$ cat config.mk
export PLATFORM = sky130hd
export DESIGN_NAME = ps2_tx
export DESIGN_NICKNAME = d
export VERILOG_FILES = /design/src/rtl/ps2_defs.sv /design/src/rtl/ps2_line_sync.sv /design/src/rtl/ps2_tx.sv
export SDC_FILE = /design/constraint.sdc
export NUM_CORES = 1
export LEC_CHECK = 0
export ABC_AREA = 0
export BUFFER_PORTS_ARGS = -buffer_cell sky130_fd_sc_hd__buf_2
export CAP_MARGIN = 20
export CORE_MARGIN = 5
export CORE_UTILIZATION = 55
export CTS_CLUSTER_SIZE = 30
export DETAILED_ROUTE_END_ITERATION = 6
export PLACE_DENSITY = 0.75
export REMOVE_ABC_BUFFERS = 1
export SYNTH_ARGS = -nofsm -noshare
export SYNTH_HDL_FRONTEND = slang
export SYNTH_SLANG_ARGS = --single-unit
$ cat constraint.sdc
create_clock -name clk25 -period 2.15 [get_ports clk25]
set_input_delay 0.215 -clock clk25 [delete_from_list [all_inputs] [get_ports clk25]]
set_output_delay 0.215 -clock clk25 [all_outputs]
set_load 0.05 [all_outputs]
$ cat src/rtl/ps2_defs.sv
// Shared PS/2 definitions: transmitter FSM encodings, debug view, odd parity helper
// and the keyboard command bytes the Apple 1 side sends.
package ps2_defs;

  localparam int TIMER_W = 19;

  localparam logic [7:0] CMD_RESET    = 8'hFF;
  localparam logic [7:0] CMD_SET_LEDS = 8'hED;
  localparam logic [7:0] CMD_ENABLE   = 8'hF4;

  typedef enum logic [2:0] {
    ST_IDLE,
    ST_INHIBIT,
    ST_REQ,
    ST_WAIT_FIRST,
    ST_SHIFT,
    ST_ACK,
    ST_RELEASE
  } ps2_state_t;

  typedef struct packed {
    ps2_state_t  state;
    logic [3:0]  bit_idx;
    logic        clk_sync;
    logic        din_sync;
    logic        din_fall;
  } ps2_dbg_t;

  // PS/2 uses odd parity: the parity bit makes the total count of ones odd.
  function automatic logic ps2_odd_parity(input logic [7:0] data);
    return ~^data;
  endfunction

endpackage

$ cat src/rtl/ps2_line_sync.sv
// Two-flop synchronizer for one asynchronous PS/2 line plus a falling-edge
// detector on the synchronized level. Lines idle high, so reset loads ones.
module ps2_line_sync (
  input  logic clk,
  input  logic rst_n,
  input  logic line_in,
  output logic line_sync,
  output logic fall
);

  logic meta;
  logic cur;
  logic prev;

  always_ff @(posedge clk or negedge rst_n) begin
    if (!rst_n) begin
      meta <= 1'b1;
      cur  <= 1'b1;
      prev <= 1'b1;
    end else begin
      meta <= line_in;
      cur  <= meta;
      prev <= cur;
    end
  end

  assign line_sync = cur;
  assign fall      = prev & ~cur;

endmodule

$ cat src/rtl/ps2_tx.sv
// Host-to-device PS/2 transmitter: inhibits the clock, requests to send, then
// shifts a start/data/parity/stop frame on device-generated falling clock edges.
module ps2_tx
  import ps2_defs::*;
#(
  parameter int INHIBIT_CYCLES     = 3000,
  parameter int FIRST_EDGE_TIMEOUT = 375000,
  parameter int EDGE_TIMEOUT       = 50000
) (
  input  logic       clk25,
  input  logic       rst_n,
  input  logic [7:0] tx_data,
  input  logic       tx_valid,
  output logic       tx_ready,
  output logic       tx_done,
  output logic       tx_error,
  output logic       busy,
  input  logic       ps2_clk_in,
  input  logic       ps2_din_in,
  output logic       ps2_clk_oe,
  output logic       ps2_din_oe,
  output ps2_dbg_t   dbg
);

  // Handshake: a byte is taken on any clk25 edge where tx_valid & tx_ready;
  // tx_ready is high only in IDLE, so requests raised while busy simply wait.

  localparam logic [TIMER_W-1:0] INHIBIT_LOAD = TIMER_W'(INHIBIT_CYCLES - 1);
  localparam logic [TIMER_W-1:0] FIRST_LOAD   = TIMER_W'(FIRST_EDGE_TIMEOUT);
  localparam logic [TIMER_W-1:0] EDGE_LOAD    = TIMER_W'(EDGE_TIMEOUT);
  localparam logic [TIMER_W-1:0] TIMER_ONE    = TIMER_W'(1);

  ps2_state_t         state, state_n;
  logic [10:0]        frame, frame_n;
  logic [3:0]         bit_idx, bit_idx_n;
  logic [TIMER_W-1:0] timer, timer_n;

  logic clk_sync, clk_fall;
  logic din_sync, din_fall;
  logic timer_zero;

  ps2_line_sync u_clk_sync (
    .clk       (clk25),
    .rst_n     (rst_n),
    .line_in   (ps2_clk_in),
    .line_sync (clk_sync),
    .fall      (clk_fall)
  );

  ps2_line_sync u_din_sync (
    .clk       (clk25),
    .rst_n     (rst_n),
    .line_in   (ps2_din_in),
    .line_sync (din_sync),
    .fall      (din_fall)
  );

  always_ff @(posedge clk25 or negedge rst_n) begin
    if (!rst_n) begin
      state   <= ST_IDLE;
      frame   <= '1;
      bit_idx <= '0;
      timer   <= '0;
    end else begin
      state   <= state_n;
      frame   <= frame_n;
      bit_idx <= bit_idx_n;
      timer   <= timer_n;
    end
  end

  assign timer_zero = (timer == '0);

  // Outputs decode from the state register so an async reset drops the lines at once.
  always_comb begin
    state_n    = state;
    frame_n    = frame;
    bit_idx_n  = bit_idx;
    timer_n    = timer;
    tx_done    = 1'b0;
    tx_error   = 1'b0;
    ps2_clk_oe = 1'b0;
    ps2_din_oe = 1'b0;
    unique case (state)
      ST_IDLE: begin
        if (tx_valid) begin
          frame_n   = {1'b1, ps2_odd_parity(tx_data), tx_data, 1'b0};
          bit_idx_n = '0;
          timer_n   = INHIBIT_LOAD;
          state_n   = ST_INHIBIT;
        end
      end
      ST_INHIBIT: begin
        ps2_clk_oe = 1'b1;
        if (timer_zero) state_n = ST_REQ;
        else            timer_n = timer - TIMER_ONE;
      end
      ST_REQ: begin
        ps2_clk_oe = 1'b1;
        ps2_din_oe = ~frame[bit_idx];
        timer_n    = FIRST_LOAD;
        state_n    = ST_WAIT_FIRST;
      end
      ST_WAIT_FIRST, ST_SHIFT: begin
        ps2_din_oe = ~frame[bit_idx];
        if (clk_fall) begin
          bit_idx_n = bit_idx + 4'd1;
          timer_n   = EDGE_LOAD;
          if (state == ST_WAIT_FIRST) state_n = ST_SHIFT;
          else if (bit_idx == 4'd9)   state_n = ST_ACK;
        end else if (timer_zero) begin
          tx_error = 1'b1;
          state_n  = ST_IDLE;
        end else begin
          timer_n = timer - TIMER_ONE;
        end
      end
      ST_ACK: begin
        if (clk_fall) begin
          timer_n = EDGE_LOAD;
          if (!din_sync) begin
            state_n = ST_RELEASE;
          end else begin
            tx_error = 1'b1;
            state_n  = ST_IDLE;
          end
        end else if (timer_zero) begin
          tx_error = 1'b1;
          state_n  = ST_IDLE;
        end else begin
          timer_n = timer - TIMER_ONE;
        end
      end
      ST_RELEASE: begin
        if (clk_sync && din_sync) begin
          tx_done = 1'b1;
          state_n = ST_IDLE;
        end else if (timer_zero) begin
          tx_error = 1'b1;
          state_n  = ST_IDLE;
        end else begin
          timer_n = timer - TIMER_ONE;
        end
      end
      default: state_n = ST_IDLE;
    endcase
  end

  assign tx_ready = (state == ST_IDLE);
  assign busy     = (state != ST_IDLE);

  assign dbg.state    = state;
  assign dbg.bit_idx  = bit_idx;
  assign dbg.clk_sync = clk_sync;
  assign dbg.din_sync = din_sync;
  assign dbg.din_fall = din_fall;

endmodule

# --- Word level (Yosys, flattened, before mapping) ---
# Cells that the tools add are included.
op_classes:
  n_addsub: 2
  order_cmp: 1
  n_eq_ne: 12
  mux: 30
  n_bitwise: 5
  reduce_logical: 15
op_table:
  columns: ["operator", "n"]
  rows:
  - ["$pmux W19 S5", 1]
  - ["$mux W19", 4]
  - ["$mux W3", 9]
  - ["$logic_not A19 Y1", 1]
  - ["$sub A19 B1 Y19 const B", 1]
  - ["$pmux W3 S6", 1]
  - ["$mux W1", 10]
  - ["$eq A3 B3 Y1 const B", 3]
  - ["$reduce_and A3 Y1", 3]
  - ["$mux W4", 2]
  - ["$ne A2 B2 Y1 const B", 4]
  - ["$pmux W4 S2", 1]
  - ["$reduce_xnor A8 Y1", 1]
  - ["$eq A3 B2 Y1 const B", 2]
  - ["$reduce_or A3 Y1", 2]
  - ["$lt A4 B5 Y1 const B", 1]
  - ["$reduce_bool A5 Y1", 1]
  - ["$add A4 B1 Y4 const B", 1]
  - ["$bmux W1 S4", 1]
  - ["$eq A4 B4 Y1 const B", 1]
  - ["$ne A4 B4 Y1 const B", 1]
  - ["$reduce_or A2 Y1", 2]
  - ["$eq A3 B1 Y1 const B", 1]
  - ["$logic_not A3 Y1", 1]
  - ["other kinds (7)", 10]
word_totals:
  reg_bits: 42
  inputBits: 13
  output_inout_bits: 16
  word_cells: 75

# --- Longest topological paths before layout ---
logic_depth:
  depth_word: 5
  depth_mapped: 8
  mapped_depth_nobuf: 7

# --- Hierarchy ---
# From an unflattened synthesis, not the netlist that was laid out.
hier_totals:
  cells_unflattened: 299
  hier_area_um2: 2630.0
by_module_without_submodules:
  columns: ["module", "instances", "cells_per_inst", "area_per_inst_um2"]
  rows:
  - ["ps2_tx", 1, 291, 2444.8]
  - ["ps2_line_sync", 2, 4, 92.6]

# --- Worst setup path after synthesis ---
# Ideal clock, no wire load.
synth_path:
  path_type: "register to output"
  from: "reg bit_idx[0]"
  to: "out ps2_din_oe"
  arrival_time_ps: 2941
  t_required_ps: 1935
  setup_slack_ps: -1006
  path_stages_with_launch: 6
  n_path_buf: 1
  cell_sequence: "dfrtp_1 -> clkbuf_1 -> mux4_2 -> a21oi_1 -> nor2_1 -> a311oi_1"
synth_via:
  elab_chain_cells: 4
synth_lines:
  columns: ["item", "line", "text"]
  rows:
  - ["from (decl)", "ps2_tx.sv:35", "logic [3:0] bit_idx, bit_idx_n;"]
  - ["from (signal assigned)", "ps2_tx.sv:67", "bit_idx <= bit_idx_n;"]
  - ["$bmux W1 S4", "ps2_tx.sv:100, ps2_tx.sv:105", null]
  - ["$mux W1 (implied by the code)", "ps2_tx.sv:100, ps2_tx.sv:105", null]
  - ["$not A1 Y1", "ps2_tx.sv:100, ps2_tx.sv:105", null]
  - ["$mux W1", null, null]
  - ["to (decl)", "ps2_tx.sv:21", "output logic ps2_din_oe,"]
# No other way between the ends. The select of a mux whose other input is x is not followed.

# --- Final worst setup path ---
layout_path:
  from: "reg timer[17]"
  to: "out tx_error"
layout_via:
  elab_chain_cells: 4
  elab_cells_between_ends: 6
  classes_between: "mux: 5; reduce/logical: 1"
layout_lines:
  columns: ["item", "line", "text"]
  rows:
  - ["from (decl)", "ps2_tx.sv:36", "logic [TIMER_W-1:0] timer, timer_n;"]
  - ["from (signal assigned)", "ps2_tx.sv:68", "timer <= timer_n;"]
  - ["$logic_not A19 Y1 (*)", "ps2_tx.sv:72", "assign timer_zero = (timer == '0);"]
  - ["$mux W1 (*)", "ps2_tx.sv:111, ps2_tx.sv:127, ps2_tx.sv:138", null]
  - ["$mux W1, on equally long branches", "ps2_tx.sv:135, ps2_tx.sv:106, ps2_tx.sv:119", null]
  - ["$pmux W1 S3 (*)", "ps2_tx.sv:84", "unique case (state)"]
  - ["to (decl)", "ps2_tx.sv:16", "output logic tx_error,"]
# Every way passes the cells marked *; elsewhere a longest branch is shown, timed or not.

==> reports/results.ini <==
[sta]
hold_ws_ns=-0.0141
grt_setup_unrepaired=true
setup_viol=0
timing.fmax_mhz=482
hold_viol=21
tns_ns=0
maxSlewViolCount=0
tightest_slew_ns=0.772
fin_skew_ns=0.00716
finalCritPeriodShare_pct=96.6
min_period_ns=2.08
maxSlewHeadroom_pct=48.5

[routing]
drc_errors=0
drt_iter0_markers=134
routedWlPerCell_um=16.3
ant_nets=0
vias_per_cell=6.04
dr.pass1.iters=4
dr_total_vias=2581
wirelength_um=6940

[clock_tree]
htreeDepth=2
cts_made_buffers=5
cts_buffer_depth=2
root_buffer=clkbuf_8
clock_latency_ns=0.30
clk_pin_slew_worst_paths_ns=0.08
postCtsHoldBufs=0
clock_sinks=42
cts_tree=built

[critical_path]
start_kind=flip-flop
endpoint_kind=output port
crit_arrival_ns=1.86
crit_required_ns=1.93
critical_path_class=flip-flop to output port
crit_fanout=5

[yosys]
yosysSeqAreaShare_pct=39.0
syn_area_mm2=0.00275
synth_seq_cells=42
synth_cells=316
ys_warn_count=0
yosys.area.top_type=dfrtp_1
yosys-top-cells-count=nand2_1, a21oi_1, dfrtp_1, nor2_1, o21ai_0
synth_area_leaders=dfrtp_1, dfstp_2, nand2_1
yosysUniqueCellTypes=66
synth_edf_count=0
ys_async_sr_fraction_pct=100
synth_most_common_cell=nand2_1
synth_flop_cell=dfrtp_1
syn-mean-instance-area_um2=8.69
synth_top_area_share_pct=23.7

[power_and_ir_drop]
p_seq_share_pct=30.4
combPwrFrac_pct=58.6
peakVddDrop_mv=0.999
switching_power_w=0.00240
internal-power_w=0.00253
p_clk_share_pct=11.0
powerDensity_mw_per_mm2=1520
switching_share_pct=48.6
leakagePower_nw=1.37

[job]
max_cap_viol_count=0

[place]
dpl_cell_area_mm2=0.00303
port_buffers=28
gp_congestion=0.920
hpwl_um=4900

[cells_and_area]
multi_input_area_mm2=0.00158
postLayoutCoreUtil_pct=67.6
layout.nets=375
fillers=401
diodes=0
drive_gt1_share_pct=29.4
seqCellArea_mm2=0.00107
area_growth_pct=17.7
design_area_mm2=0.00323

[status]
violations=hold timing
outcome=finished, violations left

[floorplan]
io_pins=29
rows=25
die_h_um=80.7
core_area_mm2=0.00479
die_x_um=80.7
die-area_mm2=0.00651
initial_utilization_pct=57.4

[global_routing]
grt_pass1_wl_um=11800
grt_max_degree=35
grt_overflow_total=0
antenna_found_initial=0
grt_usage_pct=23.3
grt_pass1_vias=2550

[min_path]
min_path_type=input port to async pin

## layer usage
layer	routed length (um)	part of all wire [%]	GRT usage, %
met5	0	0	0
met4	167	2.4	9.97
met3	326	4.7	3.59
met2	3480	50	40.2
met1	2970	43	28.7
## worst paths after layout
kind | startpoint | end | slack, ns | cells past startpoint
hold reg to reg | u_clk_sync.meta$_DFF_PN1_ | u_clk_sync.line_sync$_DFF_PN1_ | 0.36 | 0
max in group asynchronous | rst_n | frame[5]$_DFFE_PN1P_ | 1.50 | 2
setup reg to reg | state[0]$_DFFE_PN0P_ | frame[1]$_DFFE_PN1P_ | 0.11 | 6
hold / removal | rst_n | timer[18]$_DFFE_PN0P_ | -0.01 | 1
min in group clk25 | ps2_din_in | u_din_sync.meta$_DFF_PN1_ | 0.01 | 1
setup / recovery | timer[17]$_DFFE_PN0P_ | tx_error | 0.07 | 5
## flip-flops by register name, indices dropped and copies added (netlist names)
register,flops
u_din_sync.prev,1
timer,19
u_din_sync.line_sync,1
u_din_sync.meta,1
frame,10
u_clk_sync.meta,1
state,3
bit_idx,4
u_clk_sync.line_sync,1
u_clk_sync.prev,1
## power by group through the flow
stage               clock network (W)  logic, W  registers [W]
finish                       0.000542   0.00289        0.00150
global route                 0.000590   0.00314        0.00155
CTS                          0.000552   0.00281        0.00149
detailed placement                  0   0.00270        0.00150
global placement                    0   0.00265        0.00149
floorplan                           0   0.00159        0.00178
## per-stage QoR
step / setup slack [ns] / cells / total power (W) / hold slack, ns
3_5_place_dp: 0.115 / 415 / 0.00420 / 0.321
3_3_place_gp: 0.177 / 415 / 0.00414 / 0.321
4_1_cts: 0.0101 / 425 / 0.00485 / 0.00285
5_1_grt: -0.0233 / 427 / 0.00528 / 0.00148
6_report: 0.0740 / 427 / 0.00493 / -0.0141
2_1_floorplan: -0.875 / 297 / 0.00338 / -0.0806
## cells in the final DEF, fill, tap and decap left out, types with 3 or more instances in the layout
cell type  count
inv_1         11
o21a_1         3
nor4_1         4
buf_4         26
dfrtp_1       26
a211oi_1       4
o211ai_1       3
nor3_1         7
or3_1          3
buf_2         26
xnor2_1        8
dfstp_2       16
a21oi_1       25
nor4_4         3
o22ai_1        3
o21ai_0       19
nor2_1        24
a31oi_1        3
buf_6          3
nand2b_1       4
nand3_1       11
and2_1         4
clkbuf_8       6
nand2_1       53
nand4_1        6
## timing repair
action,4_1_cts,5_1_grt
buffers inserted,2,2
resized for setup,12,5
endpoints found under the setup margin,2,2
pin swaps,1,2
## area by class of cell
| type | count | area share, % |
|---|---|---|
| clock inverters | 2 | 0.387 |
| well taps | 67 | 2.59 |
| flip-flops and latches | 42 | 33.1 |
| clock buffers | 6 | 2.55 |
| multi-input cells | 244 | 49.0 |
| inverters | 11 | 1.28 |
| repair buffers | 55 | 11.1 |
## worst max-delay path, stage by stage (launching register included)
cell	delay, ns
dfrtp_1	0.46
nor4_4	0.36
and4_4	0.31
nand2_4	0.07
o31ai_4	0.18
buf_6	0.19
## cell families after synthesis
logic type	synth area share [%]
xor gates and xnor gates	2.87
buffers and inverters	5.51
adders and majority gates	1.78
and+or+nand+nor	28.2
muxes	2.46
AOI/OAI and AO/OA	20.2
DFF	39.0
Note: power is estimated with default switching activity, not from simulation.
